## src/rtl/instr_encoder.sv

```systemverilog
// Streaming RV32I field-to-word encoder for the controller's instruction subset.
// One registered output stage; each accepted bundle is tagged with a sequential byte address.
module instr_encoder #(
  parameter int unsigned    AW   = 32,
  parameter logic [AW-1:0]  BASE = '0
) (
  input  logic          clk,
  input  logic          reset,
  input  logic          clear,
  input  logic          in_valid,
  output logic          in_ready,
  input  logic [2:0]    in_kind,
  input  logic [2:0]    in_funct3,
  input  logic          in_funct7b5,
  input  logic [4:0]    in_rd,
  input  logic [4:0]    in_rs1,
  input  logic [4:0]    in_rs2,
  input  logic [31:0]   in_imm,
  output logic          out_valid,
  input  logic          out_ready,
  output logic [31:0]   out_instr,
  output logic [AW-1:0] out_addr,
  output logic [AW-1:0] count,
  output logic          err,
  output logic [AW-1:0] err_addr
);

  localparam logic [2:0] KIND_R      = 3'd0;
  localparam logic [2:0] KIND_I      = 3'd1;
  localparam logic [2:0] KIND_LOAD   = 3'd2;
  localparam logic [2:0] KIND_STORE  = 3'd3;
  localparam logic [2:0] KIND_BRANCH = 3'd4;
  localparam logic [2:0] KIND_JAL    = 3'd5;

  localparam logic [6:0] OP_R      = 7'b0110011;
  localparam logic [6:0] OP_I      = 7'b0010011;
  localparam logic [6:0] OP_LOAD   = 7'b0000011;
  localparam logic [6:0] OP_STORE  = 7'b0100011;
  localparam logic [6:0] OP_BRANCH = 7'b1100011;
  localparam logic [6:0] OP_JAL    = 7'b1101111;

  localparam logic [31:0]   NOP       = 32'h0000_0013;
  localparam logic [AW-1:0] ADDR_STEP = AW'(4);

  logic          out_valid_q, out_valid_d;
  logic [31:0]   out_instr_q, out_instr_d;
  logic [AW-1:0] out_addr_q,  out_addr_d;
  logic [AW-1:0] next_addr_q, next_addr_d;
  logic [AW-1:0] count_q,     count_d;
  logic          err_q,       err_d;
  logic [AW-1:0] err_addr_q,  err_addr_d;

  logic          accept;
  logic          out_hs;
  logic [31:0]   enc_instr;
  logic          enc_bad;
  logic          is_shift;
  logic          fits_i12;
  logic          fits_shamt;
  logic          fits_b13;
  logic          fits_j21;
  logic signed [31:0] imm_s;

  assign in_ready = ~clear & (~out_valid_q | out_ready);
  assign accept   = in_valid & in_ready;
  assign out_hs   = out_valid_q & out_ready;

  assign imm_s      = $signed(in_imm);
  assign is_shift   = (in_funct3 == 3'b001) || (in_funct3 == 3'b101);
  assign fits_i12   = (imm_s >= -32'sd2048) && (imm_s <= 32'sd2047);
  assign fits_shamt = (imm_s >= 32'sd0) && (imm_s <= 32'sd31);
  // Branch/jump offsets must also be even; bit 0 is not representable.
  assign fits_b13   = (imm_s >= -32'sd4096) && (imm_s <= 32'sd4094) && !in_imm[0];
  assign fits_j21   = (imm_s >= -32'sd1048576) && (imm_s <= 32'sd1048574) && !in_imm[0];

  always_comb begin
    enc_instr = NOP;
    enc_bad   = 1'b0;
    case (in_kind)
      KIND_R: begin
        enc_instr = {1'b0, in_funct7b5, 5'b0, in_rs2, in_rs1, in_funct3, in_rd, OP_R};
      end
      KIND_I: begin
        if (is_shift) begin
          enc_instr = {1'b0, in_funct7b5, 5'b0, in_imm[4:0], in_rs1, in_funct3, in_rd, OP_I};
          enc_bad   = ~fits_shamt;
        end else begin
          enc_instr = {in_imm[11:0], in_rs1, in_funct3, in_rd, OP_I};
          enc_bad   = ~fits_i12;
        end
      end
      KIND_LOAD: begin
        enc_instr = {in_imm[11:0], in_rs1, in_funct3, in_rd, OP_LOAD};
        enc_bad   = ~fits_i12;
      end
      KIND_STORE: begin
        enc_instr = {in_imm[11:5], in_rs2, in_rs1, in_funct3, in_imm[4:0], OP_STORE};
        enc_bad   = ~fits_i12;
      end
      KIND_BRANCH: begin
        enc_instr = {in_imm[12], in_imm[10:5], in_rs2, in_rs1, in_funct3,
                     in_imm[4:1], in_imm[11], OP_BRANCH};
        enc_bad   = ~fits_b13;
      end
      KIND_JAL: begin
        enc_instr = {in_imm[20], in_imm[10:1], in_imm[11], in_imm[19:12], in_rd, OP_JAL};
        enc_bad   = ~fits_j21;
      end
      default: begin
        enc_instr = NOP;
        enc_bad   = 1'b1;
      end
    endcase
  end

  always_comb begin
    out_valid_d = out_valid_q;
    out_instr_d = out_instr_q;
    out_addr_d  = out_addr_q;
    next_addr_d = next_addr_q;
    count_d     = count_q;
    err_d       = err_q;
    err_addr_d  = err_addr_q;
    if (clear) begin
      // Pending word is dropped; error record survives until reset.
      out_valid_d = 1'b0;
      next_addr_d = BASE;
      count_d     = '0;
    end else begin
      if (out_hs) begin
        count_d     = count_q + AW'(1);
        out_valid_d = 1'b0;
      end
      if (accept) begin
        out_valid_d = 1'b1;
        out_instr_d = enc_instr;
        out_addr_d  = next_addr_q;
        next_addr_d = next_addr_q + ADDR_STEP;
        if (enc_bad) begin
          err_d = 1'b1;
          if (!err_q) err_addr_d = next_addr_q;
        end
      end
    end
  end

  always_ff @(posedge clk) begin
    if (reset) begin
      out_valid_q <= 1'b0;
      out_instr_q <= '0;
      out_addr_q  <= BASE;
      next_addr_q <= BASE;
      count_q     <= '0;
      err_q       <= 1'b0;
      err_addr_q  <= '0;
    end else begin
      out_valid_q <= out_valid_d;
      out_instr_q <= out_instr_d;
      out_addr_q  <= out_addr_d;
      next_addr_q <= next_addr_d;
      count_q     <= count_d;
      err_q       <= err_d;
      err_addr_q  <= err_addr_d;
    end
  end

  assign out_valid = out_valid_q;
  assign out_instr = out_instr_q;
  assign out_addr  = out_addr_q;
  assign count     = count_q;
  assign err       = err_q;
  assign err_addr  = err_addr_q;

endmodule

```

## config.mk

```make
export PLATFORM = sky130hd
export DESIGN_NAME = instr_encoder
export DESIGN_NICKNAME = d
export VERILOG_FILES = /design/src/rtl/instr_encoder.sv
export SDC_FILE = /design/constraint.sdc
export NUM_CORES = 1
export LEC_CHECK = 0
export BUFFER_PORTS_ARGS = -buffer_cell sky130_fd_sc_hd__buf_2
export CORE_MARGIN = 10
export CORE_UTILIZATION = 40
export DETAILED_ROUTE_END_ITERATION = 10
export PLACE_DENSITY_LB_ADDON = 0.08
export REMOVE_ABC_BUFFERS = 1
export SLEW_MARGIN = 20
export SYNTH_ARGS = -nofsm -noshare
export SYNTH_HDL_FRONTEND = slang
export SYNTH_SLANG_ARGS = --single-unit
```

## constraint.sdc

```tcl
create_clock -name clk -period 2.05 [get_ports clk]
set_input_delay 0.205 -clock clk [delete_from_list [all_inputs] [get_ports clk]]
set_output_delay 0.205 -clock clk [all_outputs]
set_load 0.005 [all_outputs]
```

# Word-level counts from Yosys, hierarchy flattened
# Index checks and enable logic that the tools add are counted.
[word_totals]
wordCells = 56
romBits = 0
ramBits = 0
n_memories = 0
output_inout_bits = 131
latchBits = 0
ff_bits = 162
input_bits = 59
[op_classes]
n_eq_ne = 7
magnitude_cmp = 8
muxes = 6
reduce_logical = 15
n_div = 0
multipliers = 0
n_addsub = 2
n_shift = 0
n_bitwise = 11
[op_table]
columns = ["op", "count"]
rows = [
  ["32-bit case mux with 6 select lines", 1],
  ["32-bit by 1-bit adder with 32-bit output, second input constant", 1],
  ["32-bit by 3-bit adder with 32-bit output, second input constant", 1],
  ["32-bit by 1-bit >= comparator with 1-bit output, second input constant", 1],
  ["32-bit by 12-bit >= comparator with 1-bit output, second input constant", 1],
  ["32-bit by 13-bit >= comparator with 1-bit output, second input constant", 1],
  ["32-bit by 21-bit >= comparator with 1-bit output, second input constant", 1],
  ["32-bit by 12-bit less-or-equal comparator with 1-bit output, second input constant", 1],
  ["32-bit by 13-bit less-or-equal comparator with 1-bit output, second input constant", 1],
  ["32-bit by 21-bit less-or-equal comparator with 1-bit output, second input constant", 1],
  ["32-bit by 6-bit less-or-equal comparator with 1-bit output, second input constant", 1],
  ["32-bit 2-to-1 mux", 1],
  ["3-bit == test, second input constant", 3],
  ["1-bit NOT", 7],
  ["3-bit by 1-bit == test with 1-bit output, second input constant", 2],
  ["3-bit by 2-bit == test with 1-bit output, second input constant", 2],
  ["1-bit logical AND", 6],
  ["1-bit case mux with 5 select lines", 1],
  ["4-bit AND reduction", 1],
  ["2-bit OR reduction", 2],
  ["1-bit AND", 3],
  ["3-bit logical NOT", 1],
  ["1-bit 2-to-1 mux", 3],
  ["3-bit AND reduction", 1],
  ["other kinds (5)", 5],
]

# Logic depth before layout (Yosys ltp)
[logic_depth]
depth_word = 6
ltp_mapped = 9

# Worst setup path after synthesis
# No wires, ideal clock.
[synth_path]
path_type = "register -> register"
start = "register next_addr_q[9]"
end = "register next_addr_q[26]"
stages_incl_launch_ff = 6
period_less_slack_ps = 2128
slack_ps = -78
setup_time_ps = 70
t_arrival_ps = 2057
path_cell_list = "dfxtp_1 > nand4_1 > or4_4 > or4_4 > or3_1 > a21oi_1"
[synth_between]
elab_chain_cells = 1
[synth_lines]
columns = ["item", "line", "text"]
rows = [
  ["start: declaration", "48", "logic [AW-1:0] next_addr_q, next_addr_d;"],
  ["start signal: assignment", "160", "next_addr_q <= next_addr_d;"],
  ["32-bit by 3-bit adder with 32-bit output", "138", "next_addr_d = next_addr_q + ADDR_STEP;"],
]
# No other way between the ends.
# A chain may end at the register's enable or synchronous reset.

# Final worst setup path
[layout_path]
start = "register next_addr_q[11]"
end = "register next_addr_q[26]"
# The elaborated chain is that of the path after synthesis.

==> impl_metrics.env <==
export IMPL_ys_dominant_reg_cell="sky130_fd_sc_hd__dfxtp_1"
export IMPL_syn_mean_instance_area_um2=8.57
export IMPL_timing_critical_path_to_type="register"
export IMPL_cp_depth=5
export IMPL_yosys_register_bits=154
export IMPL_maximum_single_stage_delay_on_the_critical_path_ps=540
export IMPL_drv_cap=0
export IMPL_grt_setup_unrepaired="true"
export IMPL_critical_path_class="reg -> reg"
export IMPL_period_share=1.00
export IMPL_synth_top_cell_area_share=0.456
export IMPL_top_usage_layer="met2"
export IMPL_r2r_end="next_addr_q[26]$_SDFFE_PP0P_"
export IMPL_critical_path_reg2reg_startpoint="next_addr_q[11]$_SDFFE_PP0P_"
export IMPL_path_common_cell="sky130_fd_sc_hd__or4_4"
export IMPL_slowest_stage="sky130_fd_sc_hd__or4_4"
export IMPL_hold_slack_ps=50.6
export IMPL_netlist_cell_type_count=46
export IMPL_htreeDepth=4
export IMPL_max_clock_buf_depth=2
export IMPL_fin_ws_ps=-1.08
export IMPL_detail_route_antenna_nets=0
export IMPL_failed_checks="negative setup slack"
export IMPL_register_area_mm2=0.00309
export IMPL_finalSetupViolCount=1
export IMPL_critical_path_buffers_and_inverters=0
export IMPL_power_density_mw_per_mm2=755
export IMPL_worst_r2r_cell_count=5
export IMPL_worstSetupEndpoint="next_addr_q[26]$_SDFFE_PP0P_"
export IMPL_worst_skew_pair_late_latency_ps=420
export IMPL_cp_data_required_time_ps=2390
export IMPL_setup_worst_path_start="next_addr_q[11]$_SDFFE_PP0P_"
export IMPL_route_vias_total=6151
export IMPL_total_inserted_antenna_cells=0
export IMPL_final_hold_violation_count=0
export IMPL_synth_area_mm2=0.00677
export IMPL_vias_in_the_first_global_route=5973
export IMPL_dp_cells=1209
export IMPL_maxClockFrequency_ghz=0.488
export IMPL_dpl_instance_area_mm2=0.00829
export IMPL_maxSlewHeadroom=0.429
export IMPL_crit_path_max_fanout=6
export IMPL_grt_util_met3=0.0556
export IMPL_critical_path_arrival_ps=2390
export IMPL_cts_buffers=17
export IMPL_place_hpwl_mm=14.1
export IMPL_gp_congestion=0.810
export IMPL_grt_remaining_overflow=0
export IMPL_drt_first_iter_violations=325
export IMPL_post_drt_wl_per_cell_um=15.7
export IMPL_final_period_minus_worst_setup_slack_ps=2050
export IMPL_async_reset_ff_frac=0
export IMPL_port_buffer_count=185
export IMPL_cts_hold_fix_buffers=0
export IMPL_grt_pass1_wl_mm=31.2
export IMPL_outcome="complete, but fails checks"
export IMPL_hold_start="in_rs1[3]"
export IMPL_core_rowCount=47
export IMPL_die_height_um=150
export IMPL_timing_worst_slew_pin_value_ps=851
export IMPL_drc=0
export IMPL_die_area_mm2=0.0225
export IMPL_clk_transition_reported_paths_ps=60
export IMPL_drive_gt1_frac=0.288
export IMPL_leakagePower_nw=3.72
export IMPL_post_synth_main_area_contributors="sky130_fd_sc_hd__dfxtp_1 46%, sky130_fd_sc_hd__mux2i_1 5.8%, sky130_fd_sc_hd__nand2b_1 5.6%"
export IMPL_hold_class="in -> reg"
export IMPL_register_to_register_setup_slack_ps=-1
export IMPL_grt_usage=0.170
export IMPL_synth_seq_area_share=0.456
export IMPL_multiInputGateArea_mm2=0.00345
export IMPL_cp_start_kind="register"
export IMPL_worst_ir_drop_vdd_v=0.000563
export IMPL_number_of_antenna_violations_at_the_first_check_in_global_routing=0
export IMPL_synth_top_area_cell="sky130_fd_sc_hd__dfxtp_1"
export IMPL_vias_per_cell=4.95
export IMPL_clock_tree_root_cell="sky130_fd_sc_hd__clkbuf_16"
export IMPL_clock_sinks=154
export IMPL_critical_path_top_delay_family="simple AND/OR/NAND/NOR gates"
export IMPL_synthToLayoutAreaGrowth_pct=31.8
export IMPL_path_cells="nand4_1 > or4_4 > or4_4 > or3_1 > a21oi_1"
export IMPL_edff_count_synth=0
export IMPL_fillers=1615
export IMPL_fin_skew_ps=11.5
export IMPL_finalNetCount=1074
export IMPL_first_pass_iters=5
export IMPL_yosys_warnings=0
export IMPL_netlist_instances=790
export IMPL_cts_tree="yes"
export IMPL_drt_total_wl_mm=19.5
export IMPL_die_w_um=150
export IMPL_largest_net_degree_at_the_start_of_global_routing=122
export IMPL_fp_coreArea_mm2=0.0166
export IMPL_initial_standard_cell_utilization_of_the_core=0.408
export IMPL_stdcell_area_mm2=0.00892
export IMPL_num_io_pins=190
export IMPL_stdcell_count=1242
export IMPL_met2_usage=0.273
export IMPL_maxSlewViolCount=0
export IMPL_groute_layer_met1_usage=0.214
worst min-delay path, cell delays in order:
cell,delay (ps)
sky130_fd_sc_hd__buf_2,80
sky130_fd_sc_hd__a222oi_1,70
sky130_fd_sc_hd__nor2_1,80
stage by stage:
step	power [mW]	setup TNS (ps)	util	setup WS (ps)
detailed placement	3.58	-85.2	0.500	-60.5
finish	6.74	-1.08	0.538	-1.08
floorplan	3.31	-86620	-	-1390
global route	6.99	-445	0.538	-98.9
CTS	6.81	0	0.537	4.86
global placement	3.58	-46.7	0.500	-46.7
report_power, final:
| group | switching, mW | leakage, nW | internal, mW |
|---|---|---|---|
| combinational | 0.276 | 2.19 | 0.202 |
| sequential | 0.0157 | 1.24 | 3.02 |
| clock | 1.25 | 0.282 | 1.98 |
cell type report:
type / instances / area share
clock buffer: 21 / 0.0516
clock inverter: 10 / 0.0160
inverter: 11 / 0.00463
multi-input combinational: 577 / 0.387
sequential: 154 / 0.346
tap: 220 / 0.0309
timing repair buffer: 249 / 0.164
state kept, by name, indices dropped and copies added, names as in the netlist:
signal / flops
count: 32
out_valid: 1
out_addr: 30
out_instr: 30
err_addr: 30
next_addr_q: 30
err: 1
layer usage:
| layer | routed length, um | vias up |
|---|---|---|
| met5 | 0 | - |
| met4 | 150 | 0 |
| met3 | 1320 | 10 |
| met2 | 9120 | 155 |
| met1 | 8930 | 2836 |
| li1 | - | 3150 |
synth_stat cells (all sizes together) (2+ instances only):
cell    count
ha          5
and4        6
dfxtp     154
nor2       95
a21oi      55
nor4       11
nand2      91
or2b        2
nor3       13
or3        10
inv        11
and2        4
nand2b     61
nand4      17
a22oi      20
a21o        2
mux2i      39
buf        11
or4         3
clkbuf     40
a222oi      8
nor2b      11
o22ai      10
or2         3
a31oi       2
o21ai      12
and3       11
a221oi      2
xnor2      17
xor2       33
nand3      21
kinds of logic (layout without fill, tap and decap cells):
group	after synthesis	count (layout)	share of synthesized area
and+or+nand+nor	360	360	0.264
xor gates and xnor gates	50	50	0.0647
buffers and inverters	62	291	0.0383
other	1	4	0.000554
AOI/OAI and AO/OA	119	119	0.110
adders and majority gates	5	5	0.00924
muxes	39	39	0.0577
DFF	154	154	0.456
how the worst min path moves through the flow:
stage	to	slack, ps	cells past startpoint
after floorplan	out_addr[10]$_SDFFE_PP0P_	270	1
after CTS	out_instr[18]$_SDFFE_PP0P_	30	3
after global routing	out_instr[17]$_SDFFE_PP0P_	50	3
after global placement	out_addr[11]$_SDFFE_PP0P_	440	2
final	out_instr[18]$_SDFFE_PP0P_	50	3
after detailed placement	out_addr[27]$_SDFFE_PP0P_	440	2
timing repair:
item                                    4_1_cts  5_1_grt
pin swaps                                     2        2
endpoints found under the setup margin        3       13
gates resized for setup                       0        6
buffers inserted                              1        1
placed cells by master, fill, tap and decap left out, drive strengths merged, types with 5 or more instances in the layout:
master / Yosys / final
ha: 5 / 5
nor2: 95 / 95
nand3: 21 / 21
nor2b: 11 / 11
nor3: 13 / 13
and4: 6 / 6
dfxtp: 154 / 154
and3: 11 / 11
inv: 11 / 12
a22oi: 20 / 20
nand2: 91 / 91
nand2b: 61 / 61
clkbuf: 40 / 21
o21ai: 12 / 12
xnor2: 17 / 17
or3: 10 / 10
nand4: 17 / 17
mux2i: 39 / 39
buf: 11 / 249
a222oi: 8 / 8
nor4: 11 / 11
o22ai: 10 / 10
a21oi: 55 / 55
xor2: 33 / 33
Note: power is estimated with default switching activity, not from simulation.
